File: config.mk
export PLATFORM = sky130hd
export DESIGN_NAME = usb_link_scheduler
export DESIGN_NICKNAME = d
export VERILOG_FILES = /design/src/rtl/usb_link_scheduler.sv
export SDC_FILE = /design/constraint.sdc
export NUM_CORES = 1
export LEC_CHECK = 0
export CAP_MARGIN = 20
export CORE_MARGIN = 2
export CORE_UTILIZATION = 42
export CTS_CLUSTER_SIZE = 12
export DETAILED_ROUTE_END_ITERATION = 10
export PLACE_DENSITY_LB_ADDON = 0.15
export REMOVE_ABC_BUFFERS = 1
export SKIP_LAST_GASP = 1
export SYNTH_ARGS = -nofsm -noshare
export SYNTH_HDL_FRONTEND = slang
export SYNTH_SLANG_ARGS = --single-unit
export TNS_END_PERCENT = 100
File: constraint.sdc
create_clock -name clk -period 1.65 [get_ports clk]
set_input_delay 0.33 -clock clk [delete_from_list [all_inputs] [get_ports clk]]
set_output_delay 0.33 -clock clk [all_outputs]
set_load 0.02 [all_outputs]
File: src/rtl/usb_link_scheduler.sv
// Half-duplex USB link scheduler: round-robin grant of endpoint TX queues, byte streaming
// to the transceiver, RX turnaround, inter-packet gap and bounded reply wait.
module usb_link_scheduler #(
   parameter int unsigned N_REQ        = 4,
   parameter int unsigned GAP_CYCLES   = 8,
   parameter int unsigned RESP_TIMEOUT = 255
) (
   input  logic                     clk,
   input  logic                     nRST,
   input  logic [N_REQ-1:0]         req_valid,
   input  logic [8*N_REQ-1:0]       req_data,
   input  logic [N_REQ-1:0]         req_last,
   input  logic [N_REQ-1:0]         req_expect_resp,
   output logic [N_REQ-1:0]         req_pop,
   output logic [N_REQ-1:0]         grant,
   output logic [7:0]               tx_data,
   output logic                     tx_valid,
   input  logic                     tx_accept,
   input  logic                     tx_done,
   input  logic                     rx_active,
   input  logic                     rx_eop,
   output logic                     resp_timeout,
   output logic [$clog2(N_REQ)-1:0] timeout_id,
   output logic                     busy
);

   localparam int unsigned IDX_W = $clog2(N_REQ);
   localparam int unsigned CND_W = IDX_W + 1;
   localparam int unsigned GAP_W = $clog2(GAP_CYCLES + 1);
   localparam int unsigned RSP_W = $clog2(RESP_TIMEOUT + 1);

   typedef enum logic [2:0] {
      IDLE  = 3'd0,
      LOAD  = 3'd1,
      SEND  = 3'd2,
      DRAIN = 3'd3,
      RESP  = 3'd4,
      RX    = 3'd5,
      GAP   = 3'd6
   } state_t;

   state_t           state;
   logic [IDX_W-1:0] rr_ptr;
   logic [IDX_W-1:0] g_idx;
   logic             last_q;
   logic             expect_q;
   logic [GAP_W-1:0] gap_cnt;
   logic [RSP_W-1:0] resp_cnt;

   logic [IDX_W-1:0] pick_idx;
   logic             pick_found;
   logic [CND_W-1:0] cand;

   // Round-robin search starting at rr_ptr, wrapping modulo N_REQ
   always_comb begin
      pick_found = 1'b0;
      pick_idx   = '0;
      cand       = '0;
      for (int unsigned k = 0; k < N_REQ; k++) begin
         cand = CND_W'(rr_ptr) + CND_W'(k);
         if (cand >= CND_W'(N_REQ)) begin
            cand = cand - CND_W'(N_REQ);
         end
         if (!pick_found && req_valid[cand[IDX_W-1:0]]) begin
            pick_found = 1'b1;
            pick_idx   = cand[IDX_W-1:0];
         end
      end
   end

   // Consume pulse must land in the accept cycle so the source advances before the next LOAD
   assign req_pop = (state == SEND && tx_accept) ? grant : '0;

   always_ff @(posedge clk or negedge nRST) begin
      if (!nRST) begin
         state        <= IDLE;
         rr_ptr       <= '0;
         g_idx        <= '0;
         last_q       <= 1'b0;
         expect_q     <= 1'b0;
         gap_cnt      <= '0;
         resp_cnt     <= '0;
         grant        <= '0;
         tx_data      <= '0;
         tx_valid     <= 1'b0;
         resp_timeout <= 1'b0;
         timeout_id   <= '0;
         busy         <= 1'b0;
      end else begin
         resp_timeout <= 1'b0;
         unique case (state)
            IDLE: begin
               if (rx_active) begin
                  state <= RX;
                  busy  <= 1'b1;
               end else if (pick_found) begin
                  state    <= LOAD;
                  busy     <= 1'b1;
                  g_idx    <= pick_idx;
                  grant    <= N_REQ'(1'b1) << pick_idx;
                  expect_q <= req_expect_resp[pick_idx];
               end
            end
            LOAD: begin
               if (req_valid[g_idx]) begin
                  tx_data  <= req_data[8*g_idx +: 8];
                  last_q   <= req_last[g_idx];
                  tx_valid <= 1'b1;
                  state    <= SEND;
               end
            end
            SEND: begin
               if (tx_accept) begin
                  tx_valid <= 1'b0;
                  state    <= last_q ? DRAIN : LOAD;
               end
            end
            DRAIN: begin
               if (tx_done) begin
                  rr_ptr <= (g_idx == IDX_W'(N_REQ - 1)) ? '0 : g_idx + IDX_W'(1);
                  grant  <= '0;
                  if (expect_q) begin
                     state    <= RESP;
                     resp_cnt <= '0;
                  end else begin
                     state   <= GAP;
                     gap_cnt <= '0;
                  end
               end
            end
            // Reply start beats the timeout when both land on the final count
            RESP: begin
               if (rx_active) begin
                  state <= RX;
               end else if (resp_cnt == RSP_W'(RESP_TIMEOUT - 1)) begin
                  resp_timeout <= 1'b1;
                  timeout_id   <= g_idx;
                  state        <= GAP;
                  gap_cnt      <= '0;
               end else begin
                  resp_cnt <= resp_cnt + RSP_W'(1);
               end
            end
            RX: begin
               if (rx_eop) begin
                  state   <= GAP;
                  gap_cnt <= '0;
               end
            end
            GAP: begin
               if (rx_active) begin
                  state <= RX;
               end else if (gap_cnt == GAP_W'(GAP_CYCLES - 1)) begin
                  state <= IDLE;
                  busy  <= 1'b0;
               end else begin
                  gap_cnt <= gap_cnt + GAP_W'(1);
               end
            end
            default: begin
               state <= IDLE;
               busy  <= 1'b0;
            end
         endcase
      end
   end

endmodule

==> results.toml, run 1 <==
[global_routing]
grt-ovfl-total = 0
grt_pass1_vias = 2381
grt_pass1_wl_um = 10900
grt_antenna_before_repair = 0
track_usage = 0.225
grt_max_degree = 39

[drt]
drtIter0Drc = 129
route.detailed.drc = 0
detail_route.wl_per_cell_um = 15.6
antenna_left = 0
avgViaCountPerCell = 5.46
dr.pass1.iters = 5
vias = 2337
routed_wl_um = 6680

[die]
ioPinCount = 71
initial_core_util = 0.440
core_area_um2 = 5170
std_cell_rows = 26
die_area_um2 = 6020
fp.dieH_um = 77.6
die_w_um = 77.6

[synth]
netlist_top_cells_count = "dfrtp_1, o21ai_0, nand2_1"
synth-simple-area-share = 0.200
ys_async_sr_fraction = 1.00
ys_top_cells_by_area = "dfrtp_1, mux4_2, o21ai_0"
mappedNetlistArea_um2 = 2270
synth-edff-count = 0
synth_warnings = 0
ys_seq_area_frac = 0.418
ys_types = 49
ys.flop_type = "dfrtp_1"
syn_inst = 219
synthAdderAreaFrac = 0.0220
synth_top_area_share = 0.418
synth_mux_area_frac = 0.162
yosysMostFrequentCell = "dfrtp_1"
avgSynthCellArea_um2 = 10.4
synth_seq_cells = 38
synth_xor_area_frac = 0
synth_top_family_by_area = "simple AND/OR/NAND/NOR gates"
yosysTopAreaCell = "dfrtp_1"
synth_compound_area_frac = 0.166

[clock_tree]
clock_sinks = 38
cts_tree = "built"
cts_buffers = 5
clockBufferDepth = 2
htree_num_levels = 2
clockRootBuffer = "clkbuf_8"
path_clk_slew_ns = 0.07
clock_latency_ns = 0.29

[status]
status = "finished, violations left"
violations = "negative setup slack"

[setup_path]
crit_family = "simple AND/OR/NAND/NOR gates"
crit_arrival_ns = 2.02
cpPeakStageDelay_ns = 0.45
ff2ff_setup_slack_ns = -0.17
timing.rr.end = "resp_cnt[5]$_DFFE_PN0P_"
cp_max_fo = 5
path_class = "register to register"
critical_path.cell_chain = "buf_6 > and4b_2 > nand2_2 > a22o_4 > or3b_4 > o31ai_2"
worst-endpoint-required_ns = 1.85
start_kind = "register"
reg2reg_depth = 6
reg2reg_from = "state[2]$_DFFE_PN0P_"
slowest_stage = "dfrtp_2"
crit_buf_inv = 1
cp-end-kind = "register"

[final_layout]
drive_gt1_frac = 0.366
nets = 411
fillers = 356
diodes = 0
area.growth.synth_to_final_pct = 68.3
final_area_um2 = 3830

[power_and_ir_drop]
internal_power_mw = 3.57
seqPwrFrac = 0.262
pwr-share-clk = 0.116
pwr_density_cell_nw_per_um2 = 1520
p_leak_nw = 1.71
power.total_mw = 5.83
switching_share = 0.387
p_comb_frac = 0.622
peakVddDrop_uv = 861
power.switching_mw = 2.26

[placement]
place_area_um2 = 3480
io_buffer_count = 70
hpwl_um = 4840
gp_congestion = 0.880

[flow_run]
maxCapViolations = 0

[sta]
final-setup-viol-count = 16
rsz0062_at_grt = "yes"
max_slew.worst_pin.slew_ns = 0.484
final_hold_viol_count = 0
fin_crit_ns = 1.82
fmax_mhz = 549
finClkSkew_ns = 0.00364
fin_ws_ns = -0.171
drv_slew = 0
fin_crit_sh = 1.10
timing.slew.headroom = 0.678

[min_path]
hold_path_class = "input port to async pin"
-- flip-flops by register name, indices dropped and copies added (netlist names) --
signal	cells
g_idx	2
gap_cnt	4
expect_q	1
state	3
grant	4
tx_data	8
timeout_id	2
rr_ptr	2
last_q	1
resp_cnt	8
tx_valid	1
busy	1
resp_timeout	1
-- cell families after synthesis --
group | Yosys count
AND/OR/NAND/NOR | 81
adder cells (fa/ha/maj) | 4
AO/OA/AOI/OAI | 59
flip-flops | 38
buffers and inverters | 14
multiplexers | 23
-- timing repair --
item	CTS	global route
pin swaps	6	7
buffers inserted	3	3
resized for setup	45	27
hold buffers	0	0
hold endpoints to repair	0	0
endpoints found under the setup margin	36	41
gates cloned	1	0
-- area by class of cell --
class | instances | area, um^2 | share of cell area
flip-flops and latches | 38 | 953 | 0.249
clock inverters | 1 | 5.00 | 0.00131
inverters | 5 | 18.8 | 0.00490
clock buffers | 7 | 86.3 | 0.0226
repair buffers | 139 | 1240 | 0.323
well taps | 70 | 87.6 | 0.0229
multi-input cells | 168 | 1440 | 0.376
-- per-stage QoR --
step	hold slack (ns)	utilization	worst slack, ns	TNS (ns)	instances
2_1_floorplan	0.0344	-	-0.323	-4.18	210
3_3_place_gp	0.417	0.672	-0.474	-12.99	413
3_5_place_dp	0.417	0.672	-0.475	-13.24	413
4_1_cts	0.0985	0.716	-0.181	-1.33	425
5_1_grt	0.130	0.740	-0.231	-2.92	428
6_report	0.0809	0.740	-0.171	-1.43	428
-- worst max-delay path by stage --
stage	startpoint	end	slack [ns]	depth (start not counted)
global route	state[0]$_DFFE_PN0P_	resp_cnt[5]$_DFFE_PN0P_	-0.23	6
global placement	rx_active	grant[1]$_DFFE_PN0P_	-0.47	7
finish	state[2]$_DFFE_PN0P_	resp_cnt[5]$_DFFE_PN0P_	-0.17	6
floorplan	g_idx[0]$_DFFE_PN0P_	last_q$_DFFE_PN0P_	-0.32	3
CTS	state[0]$_DFFE_PN0P_	req_pop[0]	-0.18	4
detailed placement	req_valid[0]	tx_data[3]$_DFFE_PN0P_	-0.47	4
-- metal layers --
| metal | wire length (um) | track usage | up-vias |
|---|---|---|---|
| met5 | 0 | 0 | - |
| met3 | 422 | 0.0616 | 8 |
| met4 | 56 | 0.0643 | 0 |
| li1 | - | - | 1112 |
| met2 | 3180 | 0.382 | 88 |
| met1 | 3010 | 0.280 | 1129 |
-- power groups by stage --
| stage | logic, mW | registers, mW | clock network, mW |
|---|---|---|---|
| after floorplan | 1.20 | 1.87 | 0 |
| after global placement | 3.00 | 1.51 | 0 |
| after detailed placement | 3.07 | 1.52 | 0 |
| after CTS | 3.36 | 1.51 | 0.695 |
| after global routing | 3.93 | 1.56 | 0.732 |
| final | 3.63 | 1.53 | 0.677 |
-- cell usage in the layout (no fill, tap or decap), types with 5 or more instances in the layout --
cell / netlist / final
nand2b_1: 6 / 5
nor2_1: 11 / 8
and3_1: 6 / 6
clkbuf_8: 0 / 6
o21ai_0: 25 / 19
inv_1: 5 / 5
dfrtp_1: 38 / 36
nand3_1: 6 / 5
o21ai_1: 1 / 5
mux4_2: 10 / 10
a21oi_1: 8 / 8
nand2_1: 22 / 22
buf_6: 1 / 5
clkdlybuf4s50_1: 0 / 57
buf_4: 3 / 64
mux2_4: 0 / 9
Power figures use the tool's default switching activity.
==> inputs of run 2 (changes only) <==
--- a/config.mk
+++ b/config.mk
@@ -10,7 +10,7 @@
 export CORE_UTILIZATION = 42
 export CTS_CLUSTER_SIZE = 12
 export DETAILED_ROUTE_END_ITERATION = 10
-export PLACE_DENSITY_LB_ADDON = 0.15
+export PLACE_DENSITY_LB_ADDON = 0.12
 export REMOVE_ABC_BUFFERS = 1
 export SKIP_LAST_GASP = 1
 export SYNTH_ARGS = -nofsm -noshare
==> run 2 against run 1 <==
Compared with the run above: the run still ends with negative setup slack left; clock skew is 0.0013 ns higher; sequential share of layout area shrank 0.12 points; count of clock-buffer cells in the layout is 1 lower; cell count rose by 0.23%; worst hold slack worse by 0.010 ns; power is 2.8% higher; final area grew 0.49%; sequential cell count unchanged; critical path type unchanged; largest cell class unchanged.
==> results.toml, run 2 (synthesized netlist as in run 1, its figures left out) <==
[status]
status = "finished, violations left"
violations = "negative setup slack"

[setup_path]
reg2reg_depth = 6
cpPeakStageDelay_ns = 0.41
reg2reg_from = "state[0]$_DFFE_PN0P_"
start_kind = "register"
path_class = "register to register"
slowest_stage = "or3b_4"
crit_arrival_ns = 2.04
critPathLaunch = "state[0]$_DFFE_PN0P_"
timing.rr.end = "resp_cnt[7]$_DFFE_PN0P_"
cp_max_fo = 9
ff2ff_setup_slack_ns = -0.18
worst-endpoint-required_ns = 1.86
critical_path.cell_chain = "buf_6 > and4b_2 > nand2_2 > a22o_4 > or3b_4 > o31ai_2"
cp-end-kind = "register"

[global_routing]
track_usage = 0.229
grt_pass1_vias = 2283
grt_max_degree = 39
grt-ovfl-total = 0
grt_pass1_wl_um = 11000
grt_antenna_before_repair = 0

[die]
die_area_um2 = 6020
fp.dieH_um = 77.6
die_w_um = 77.6
std_cell_rows = 26
initial_core_util = 0.440
core_area_um2 = 5170
ioPinCount = 71

[clock_tree]
clockRootBuffer = "clkbuf_8"
clock_latency_ns = 0.30
cts_buffers = 5
path_clk_slew_ns = 0.08
htree_num_levels = 2
ctsHoldBuffers = 0
clock_sinks = 38
cts_tree = "built"
clockBufferDepth = 2

[drt]
routed_wl_um = 7120
vias = 2366
dr.pass1.iters = 4
antenna_left = 0
drtIter0Drc = 131
detail_route.wl_per_cell_um = 16.6
avgViaCountPerCell = 5.52
route.detailed.drc = 0

[power_and_ir_drop]
power.switching_mw = 2.37
pwr-share-clk = 0.116
peakVddDrop_uv = 1250
seqPwrFrac = 0.259
switching_share = 0.396
p_comb_frac = 0.625
p_leak_nw = 1.73
pwr_density_cell_nw_per_um2 = 1560
internal_power_mw = 3.62

[sta]
timing.slew.headroom = 0.676
rsz0062_at_grt = "yes"
drv_slew = 0
fmax_mhz = 547
final_hold_viol_count = 0
fin_crit_ns = 1.83
final-setup-viol-count = 16
finClkSkew_ns = 0.00492
fin_crit_sh = 1.11
fin_ws_ns = -0.178
max_slew.worst_pin.slew_ns = 0.487

[placement]
place_area_um2 = 3470
hpwl_um = 4720
io_buffer_count = 70
gp_congestion = 0.879
place_ws_ns = -0.432

[final_layout]
drive_gt1_frac = 0.376
final_util = 0.744
final_cell_mix = "buf_4, clkdlybuf4s50_1, dfrtp_1"
area.growth.synth_to_final_pct = 69.1
diodes = 0
layout_commonest_cell = "buf_4"
fillers = 359
final_area_um2 = 3850
top_regs = "resp_cnt (8), tx_data (8)"
nets = 412

[min_path]
hold_path_class = "input port to async pin"

[flow_run]
maxCapViolations = 0
run 2: stage by stage:
step                std cells  TNS [ns]  hold WS, ns  total power [mW]
floorplan                 210     -4.18       0.0344              3.08
global placement          411    -11.55        0.410              4.56
detailed placement        411    -12.22        0.412              4.62
CTS                       426    -0.884       0.0961              5.60
global route              429     -2.44        0.121              6.35
finish                    429     -1.12       0.0706              5.99
run 2: power groups by stage:
stage               registers (mW)  logic (mW)  clock network [mW]
finish                        1.55        3.75               0.693
CTS                           1.52        3.37               0.703
global placement              1.54        3.03                   0
detailed placement            1.55        3.07                   0
global route                  1.59        4.01               0.747
floorplan                     1.87        1.20                   0
run 2: how the worst max path moves through the flow:
stage	to	slack (ns)
global placement	tx_data[6]$_DFFE_PN0P_	-0.38
global route	resp_cnt[7]$_DFFE_PN0P_	-0.22
floorplan	last_q$_DFFE_PN0P_	-0.32
CTS	resp_cnt[5]$_DFFE_PN0P_	-0.13
detailed placement	state[0]$_DFFE_PN0P_	-0.43
finish	resp_cnt[7]$_DFFE_PN0P_	-0.18
run 2: final cells by class:
type | count | area (um^2) | share of cell area
repair buffers | 140 | 1270 | 0.329
clock inverters | 2 | 12.5 | 0.00325
well taps | 70 | 87.6 | 0.0228
multi-input cells | 168 | 1430 | 0.371
flip-flops and latches | 38 | 953 | 0.248
clock buffers | 6 | 82.6 | 0.0215
inverters | 5 | 18.8 | 0.00488
run 2: worst max-delay path: cells and delay by family, from the launching register on:
| family | cells | cell delay (ns) |
|---|---|---|
| buf+inv | 1 | 0.18 |
| compound gates | 2 | 0.41 |
| simple gates | 3 | 0.76 |
| flops | 1 | 0.40 |
run 2: metal layers:
layer  share of wire  up-vias  GRT usage
met2            0.50       89      0.372
li1                -     1112          -
met3           0.056       15     0.0547
met1            0.43     1150      0.301
met5               0        -          0
met4           0.019        0     0.0732
run 2: what timing repair did:
| action | in CTS | in global routing |
|---|---|---|
| pin swaps | 2 | 8 |
| gates resized for setup | 36 | 44 |
| setup buffers | 6 | 2 |
| setup endpoints to repair | 37 | 39 |
| gates cloned | 1 | 1 |
